--- src/rtl/muldiv_seq_if.sv ---
// Pipeline-side bundle of the sequential multiply/divide unit: request and operands
// from ID/EX plus the stall, completion and result signals returned to the pipeline.
interface muldiv_seq_if;
  logic        start;
  logic [3:0]  funcCode;
  logic        flush;
  logic [15:0] opA;
  logic [15:0] opB;
  logic        busy;
  logic        stall;
  logic        done;
  logic        regW;
  logic        R15w;
  logic [15:0] resLo;
  logic [15:0] resHi;
  logic        divZero;

  modport master (
    output start, funcCode, flush, opA, opB,
    input  busy, stall, done, regW, R15w, resLo, resHi, divZero
  );

  modport slave (
    input  start, funcCode, flush, opA, opB,
    output busy, stall, done, regW, R15w, resLo, resHi, divZero
  );
endinterface

--- src/rtl/muldiv_seq.sv ---
// 16-bit signed sequential multiplier / restoring divider: one iteration per cycle on
// operand magnitudes, sign fixed up when results are registered on entry to DONE.
module muldiv_seq (
  input  logic         clk,
  input  logic         rst,
  muldiv_seq_if.slave  bus
);

  typedef enum logic [1:0] {
    IDLE = 2'b00,
    RUN  = 2'b01,
    DONE = 2'b10
  } state_e;

  localparam logic [3:0] FC_MUL = 4'b0100;
  localparam logic [3:0] FC_DIV = 4'b0101;

  state_e      state_q;
  logic [3:0]  count_q;
  logic [15:0] opa_q;
  logic [15:0] opb_q;
  logic        is_div_q;
  logic [16:0] acc_q;
  logic [15:0] lo_q;
  logic [15:0] res_lo_q;
  logic [15:0] res_hi_q;
  logic        div_zero_q;

  logic        fc_valid_s;
  logic        accept_s;
  logic [15:0] mag_a_s;
  logic [15:0] mag_b_s;
  logic [16:0] acc_d;
  logic [15:0] lo_d;
  logic [16:0] sum_s;
  logic [16:0] shifted_s;
  logic [16:0] diff_s;
  logic [31:0] prod_mag_s;
  logic [31:0] prod_s;
  logic [15:0] quo_s;
  logic [15:0] rem_s;

  function automatic logic [15:0] mag16(input logic [15:0] v);
    mag16 = v[15] ? (16'd0 - v) : v;
  endfunction

  assign fc_valid_s = (bus.funcCode == FC_MUL) || (bus.funcCode == FC_DIV);
  assign accept_s   = (state_q == IDLE) && bus.start && fc_valid_s && !bus.flush;
  assign mag_a_s    = mag16(opa_q);
  assign mag_b_s    = mag16(opb_q);

  // One shift-add or restoring-subtract step, plus the signed results it would yield.
  always_comb begin
    sum_s      = 17'd0;
    shifted_s  = 17'd0;
    diff_s     = 17'd0;
    acc_d      = acc_q;
    lo_d       = lo_q;
    prod_mag_s = 32'd0;
    prod_s     = 32'd0;
    quo_s      = 16'd0;
    rem_s      = 16'd0;
    if (is_div_q) begin
      shifted_s = {acc_q[15:0], lo_q[15]};
      diff_s    = shifted_s - {1'b0, mag_b_s};
      if (shifted_s >= {1'b0, mag_b_s}) begin
        acc_d = diff_s;
        lo_d  = {lo_q[14:0], 1'b1};
      end else begin
        acc_d = shifted_s;
        lo_d  = {lo_q[14:0], 1'b0};
      end
      quo_s = (opa_q[15] ^ opb_q[15]) ? (16'd0 - lo_d) : lo_d;
      rem_s = opa_q[15] ? (16'd0 - acc_d[15:0]) : acc_d[15:0];
    end else begin
      sum_s      = {1'b0, acc_q[15:0]} + (lo_q[0] ? {1'b0, mag_a_s} : 17'd0);
      acc_d      = {1'b0, sum_s[16:1]};
      lo_d       = {sum_s[0], lo_q[15:1]};
      prod_mag_s = {acc_d[15:0], lo_d};
      prod_s     = (opa_q[15] ^ opb_q[15]) ? (32'd0 - prod_mag_s) : prod_mag_s;
    end
  end

  // Control FSM, operand latches, datapath registers and result registers.
  always_ff @(posedge clk or posedge rst) begin
    if (rst) begin
      state_q    <= IDLE;
      count_q    <= 4'd0;
      opa_q      <= 16'd0;
      opb_q      <= 16'd0;
      is_div_q   <= 1'b0;
      acc_q      <= 17'd0;
      lo_q       <= 16'd0;
      res_lo_q   <= 16'd0;
      res_hi_q   <= 16'd0;
      div_zero_q <= 1'b0;
    end else begin
      case (state_q)
        IDLE: begin
          if (accept_s) begin
            opa_q    <= bus.opA;
            opb_q    <= bus.opB;
            is_div_q <= (bus.funcCode == FC_DIV);
            count_q  <= 4'd0;
            acc_q    <= 17'd0;
            lo_q     <= (bus.funcCode == FC_DIV) ? mag16(bus.opA) : mag16(bus.opB);
            // Divide by zero completes immediately with a fixed all-ones quotient.
            if ((bus.funcCode == FC_DIV) && (bus.opB == 16'd0)) begin
              state_q    <= DONE;
              res_lo_q   <= 16'hFFFF;
              res_hi_q   <= bus.opA;
              div_zero_q <= 1'b1;
            end else begin
              state_q <= RUN;
            end
          end else begin
            state_q <= IDLE;
          end
        end
        RUN: begin
          if (bus.flush) begin
            state_q <= IDLE;
          end else begin
            acc_q <= acc_d;
            lo_q  <= lo_d;
            if (count_q == 4'd15) begin
              state_q    <= DONE;
              res_lo_q   <= is_div_q ? quo_s : prod_s[15:0];
              res_hi_q   <= is_div_q ? rem_s : prod_s[31:16];
              div_zero_q <= 1'b0;
            end else begin
              count_q <= count_q + 4'd1;
            end
          end
        end
        DONE: begin
          state_q <= IDLE;
        end
        default: begin
          state_q <= IDLE;
        end
      endcase
    end
  end

  assign bus.busy    = (state_q != IDLE);
  // A flushed instruction must not write back even if it already reached DONE.
  assign bus.done    = (state_q == DONE) && !bus.flush;
  assign bus.regW    = bus.done;
  assign bus.R15w    = bus.done;
  assign bus.stall   = !rst && (accept_s || (state_q == RUN));
  assign bus.resLo   = res_lo_q;
  assign bus.resHi   = res_hi_q;
  assign bus.divZero = div_zero_q;

endmodule
--- src/flat_wrapper.sv ---
// flat-port wrapper written by rule: the top's interface ports become plain ports
module muldiv_seq_flat 
  (clk, rst, bus_start, bus_funcCode, bus_flush, bus_opA, bus_opB, bus_busy, bus_stall, bus_done, bus_regW, bus_R15w, bus_resLo, bus_resHi, bus_divZero);
  muldiv_seq_if bus_i ();
  input  logic clk;
  input  logic rst;
  input wire logic [$bits(bus_i.start)-1:0] bus_start;
  input wire logic [$bits(bus_i.funcCode)-1:0] bus_funcCode;
  input wire logic [$bits(bus_i.flush)-1:0] bus_flush;
  input wire logic [$bits(bus_i.opA)-1:0] bus_opA;
  input wire logic [$bits(bus_i.opB)-1:0] bus_opB;
  output wire logic [$bits(bus_i.busy)-1:0] bus_busy;
  output wire logic [$bits(bus_i.stall)-1:0] bus_stall;
  output wire logic [$bits(bus_i.done)-1:0] bus_done;
  output wire logic [$bits(bus_i.regW)-1:0] bus_regW;
  output wire logic [$bits(bus_i.R15w)-1:0] bus_R15w;
  output wire logic [$bits(bus_i.resLo)-1:0] bus_resLo;
  output wire logic [$bits(bus_i.resHi)-1:0] bus_resHi;
  output wire logic [$bits(bus_i.divZero)-1:0] bus_divZero;
  assign bus_i.start = bus_start;
  assign bus_i.funcCode = bus_funcCode;
  assign bus_i.flush = bus_flush;
  assign bus_i.opA = bus_opA;
  assign bus_i.opB = bus_opB;
  assign bus_busy = bus_i.busy;
  assign bus_stall = bus_i.stall;
  assign bus_done = bus_i.done;
  assign bus_regW = bus_i.regW;
  assign bus_R15w = bus_i.R15w;
  assign bus_resLo = bus_i.resLo;
  assign bus_resHi = bus_i.resHi;
  assign bus_divZero = bus_i.divZero;
  muldiv_seq u_core (.clk(clk), .rst(rst), .bus(bus_i));
endmodule
--- config.mk ---
export PLATFORM = sky130hd
export DESIGN_NAME = muldiv_seq_flat
export DESIGN_NICKNAME = d
export VERILOG_FILES = /design/src/rtl/muldiv_seq_if.sv /design/src/rtl/muldiv_seq.sv /design/src/flat_wrapper.sv
export SDC_FILE = /design/constraint.sdc
export NUM_CORES = 1
export LEC_CHECK = 0
export BUFFER_PORTS_ARGS = -buffer_cell sky130_fd_sc_hd__buf_4
export CAP_MARGIN = 10
export CORE_ASPECT_RATIO = 1.25
export CORE_MARGIN = 4
export CORE_UTILIZATION = 40
export CTS_CLUSTER_DIAMETER = 40
export DETAILED_ROUTE_END_ITERATION = 10
export MAX_ROUTING_LAYER = met4
export SYNTH_ARGS = -nofsm -noshare
export SYNTH_HDL_FRONTEND = slang
export SYNTH_SLANG_ARGS = --single-unit
export TNS_END_PERCENT = 100
--- constraint.sdc ---
create_clock -name clk -period 7.9 [get_ports clk]
set_input_delay 0.395 -clock clk [delete_from_list [all_inputs] [get_ports clk]]
set_output_delay 0.395 -clock clk [all_outputs]
set_load 0.01 [all_outputs]
==> out/metrics.cfg <==
[cts]
clockBufferDepth = 2
htree_levels = 3
ctsHoldBuffers = 0
cts_setup_buffers = 0
clk_pin_slew_ps = 80
cts_buffers = 9
clk-insertion-delay-late_ps = 380
cts.repair.resized = 0
root_buffer = clkbuf_16
cts.sinks = 104
cts_tree = done

[place]
place_hpwl_mm = 23.74
place_congestion = 0.9431
dp_cells = 1507
place_worst_setup_slack_ps = 2712
dpl-instance-area_um2 = 10020
io_buffers = 77

[pwr]
power_switching_mw = 2.038
ir_drop_v = 0.0001556
swShare_pct = 51.91
internal_power_mw = 1.888
clockPowerShare_pct = 12.1
p_seq_share_pct = 21.5
p_per_area_nw_per_um2 = 380.3
p_comb_share_pct = 66.3
p_leak_nw = 4.565
p_total_mw = 3.925

[setup_path]
required_ps = 8180
start_kind = register
critical_path_class = reg2reg
crit_fanout = 19
cp-end-kind = register
worst-r2r-setup-slack_ps = 2640
cp.arrival_ps = 5540

[synth]
synth_edf_count = 0
netlist_top_cells_area = dfrtp_1 28%, nand2_1 8.0%, xnor2_1 6.5%
yosysMostFrequentCell = nand2_1
ys_types = 76
ys_seq_area_share_pct = 28.01
ys_dominant_reg_cell = dfrtp_1
syn_inst = 1206
synth_top_cell_area_share_pct = 28.01
syn_nets = 1288
ys_ff_latch = 104
yosysWarnings = 0
synth_common_cells = 199 x nand2_1, 117 x nor2_1, 110 x o21ai_0
syn_area_per_cell_um2 = 7.705
async_reset_ff_share_pct = 100.0
synth_top_area_cell = dfrtp_1
syn-cell-area_um2 = 9293

[timing]
maxSlewHeadroom_pct = 28.80
fmax_mhz = 190.0
fin_hold_ws_ps = 53.62
fin_worst_skew_ps = 14.04
tightest_slew_ps = 1068
drv_slew = 0
setup_viol = 0
hold_violations = 0
setup_tns_ps = 0
period_minus_slack_ps = 5262
worst_slack_ps = 2638
rsz0062_at_grt = no
timing.final.crit_share_pct = 66.61

[finish]
design_area_um2 = 10320
layout-drive-gt1-share_pct = 11.17
layout.nets = 1312
antennaDiodeCount = 0
syn2layout_area_growth_pct = 11.08
fin_util_pct = 44.95
fin_cells = 1523

[global_routing]
antenna_found_initial = 0
grt_usage_pct = 24.64
grt.overflow.total = 0
grt_pass1_vias = 8365
grt_max_degree = 91
grt_pass1_wl_mm = 47.69

[detailed_routing]
ant_nets = 0
drt_iter0_drc = 828
detail_route.first_pass.iterations = 6
drc = 0
routed-via-count = 8954
routed_wl_mm = 30.97
via_per_inst = 5.879
wl_per_cell_um = 20.33

[floorplan]
io-pin-count = 78
die_x_um = 144.3
die_h_um = 178.4
start_util_pct = 40.47
die_area_um2 = 25750
coreArea_um2 = 22960
rows = 62

[min_path]
worst_hold_path_type = in2async

[flow_run]
maxCapViolations = 0

[status]
status = finished clean

logic make-up after synthesis:
kind of cell    after synthesis  synth area share [%]
flops                       104                 28.01
fa+ha+maj                    42                 5.817
compound gates              343                 23.39
xor+xnor                    133                 12.54
simple gates                444                 21.83
buf+inv                     105                 4.564
mux                          35                 3.864
cell usage in the layout, fill, tap and decap left out, drive strengths merged, types with 4 or more instances in the layout:
cell type	n
nor3	18
o211ai	10
o22ai	4
o21bai	6
or4	5
inv	33
dfrtp	104
and2	7
o21a	5
o31ai	21
nand3	14
a22o	9
o41ai	8
clkinv	4
clkbuf	9
ha	40
nor2	117
nand4	5
or2	5
a31oi	16
o22a	9
nor2b	9
a211o	4
nand2b	10
xor2	64
mux2i	31
a21oi	94
buf	88
nand2	199
nor4	7
or3	23
xnor2	69
nand3b	5
mux2	4
a21o	9
a211oi	13
o21ai	113
metal layers:
layer	share of wire, %	up-vias	GRT usage [%]
li1	-	4310	-
met1	44	4269	33.05
met2	47	300	38.14
met3	5.4	75	2.977
met4	3.9	0	9.331
met5	0	-	-
state kept, by name (all words and copies together), names as in the netlist, 2 cells and up:
name              count
u_core.opb_q         16
u_core.bus.resLo     16
u_core.count_q        4
u_core.acc_q         16
u_core.opa_q         16
u_core.bus.resHi     16
u_core.lo_q          16
u_core.state_q        2
final timing paths:
| check | start | endpoint | cells past startpoint |
|---|---|---|---|
| setup / recovery | u_core.opb_q[0] | u_core.bus.resHi[12] | 17 |
| hold / removal | rst | u_core.state_q[0] | 2 |
| setup reg to reg | u_core.opb_q[0] | u_core.bus.resHi[12] | 17 |
| hold reg to reg | u_core.bus.divZero | u_core.bus.divZero | 2 |
| max in group asynchronous | rst | u_core.is_div_q | 3 |
| min in group clk | bus_funcCode[0] | u_core.is_div_q | 3 |
critical path: stages (launching register included):
cell and delay (ps):
dfrtp_1 420, nor3_1 190, nand2_1 90, or3_1 340, or3_1 390, or4b_2 690
ha_1 360, a211oi_2 300, nand2_1 240, and2_4 280, inv_2 280, mux2i_1 340
ha_1 210, o21ai_0 240, a221oi_1 360, nor2_1 90, xor2_1 170, o21ai_0 190
area by class of cell:
type                    instances  area, µm²
clock buffers                   9      225.2
well taps                     288      360.3
repair buffers                 88      660.6
multi-input cells             997       6281
fillers                      2362      12640
flip-flops and latches        104       2604
inverters                      30      115.1
clock inverters                 7      76.32
power groups by stage:
stage | clock (mW) | sequential [mW] | combinational (mW)
after CTS | 0.482 | 0.837 | 2.57
after floorplan | 0 | 0.734 | 2.00
final | 0.477 | 0.845 | 2.60
after global routing | 0.505 | 0.859 | 2.83
after detailed placement | 0 | 0.847 | 2.56
after global placement | 0 | 0.845 | 2.54
Power figures use the tool's default switching activity.
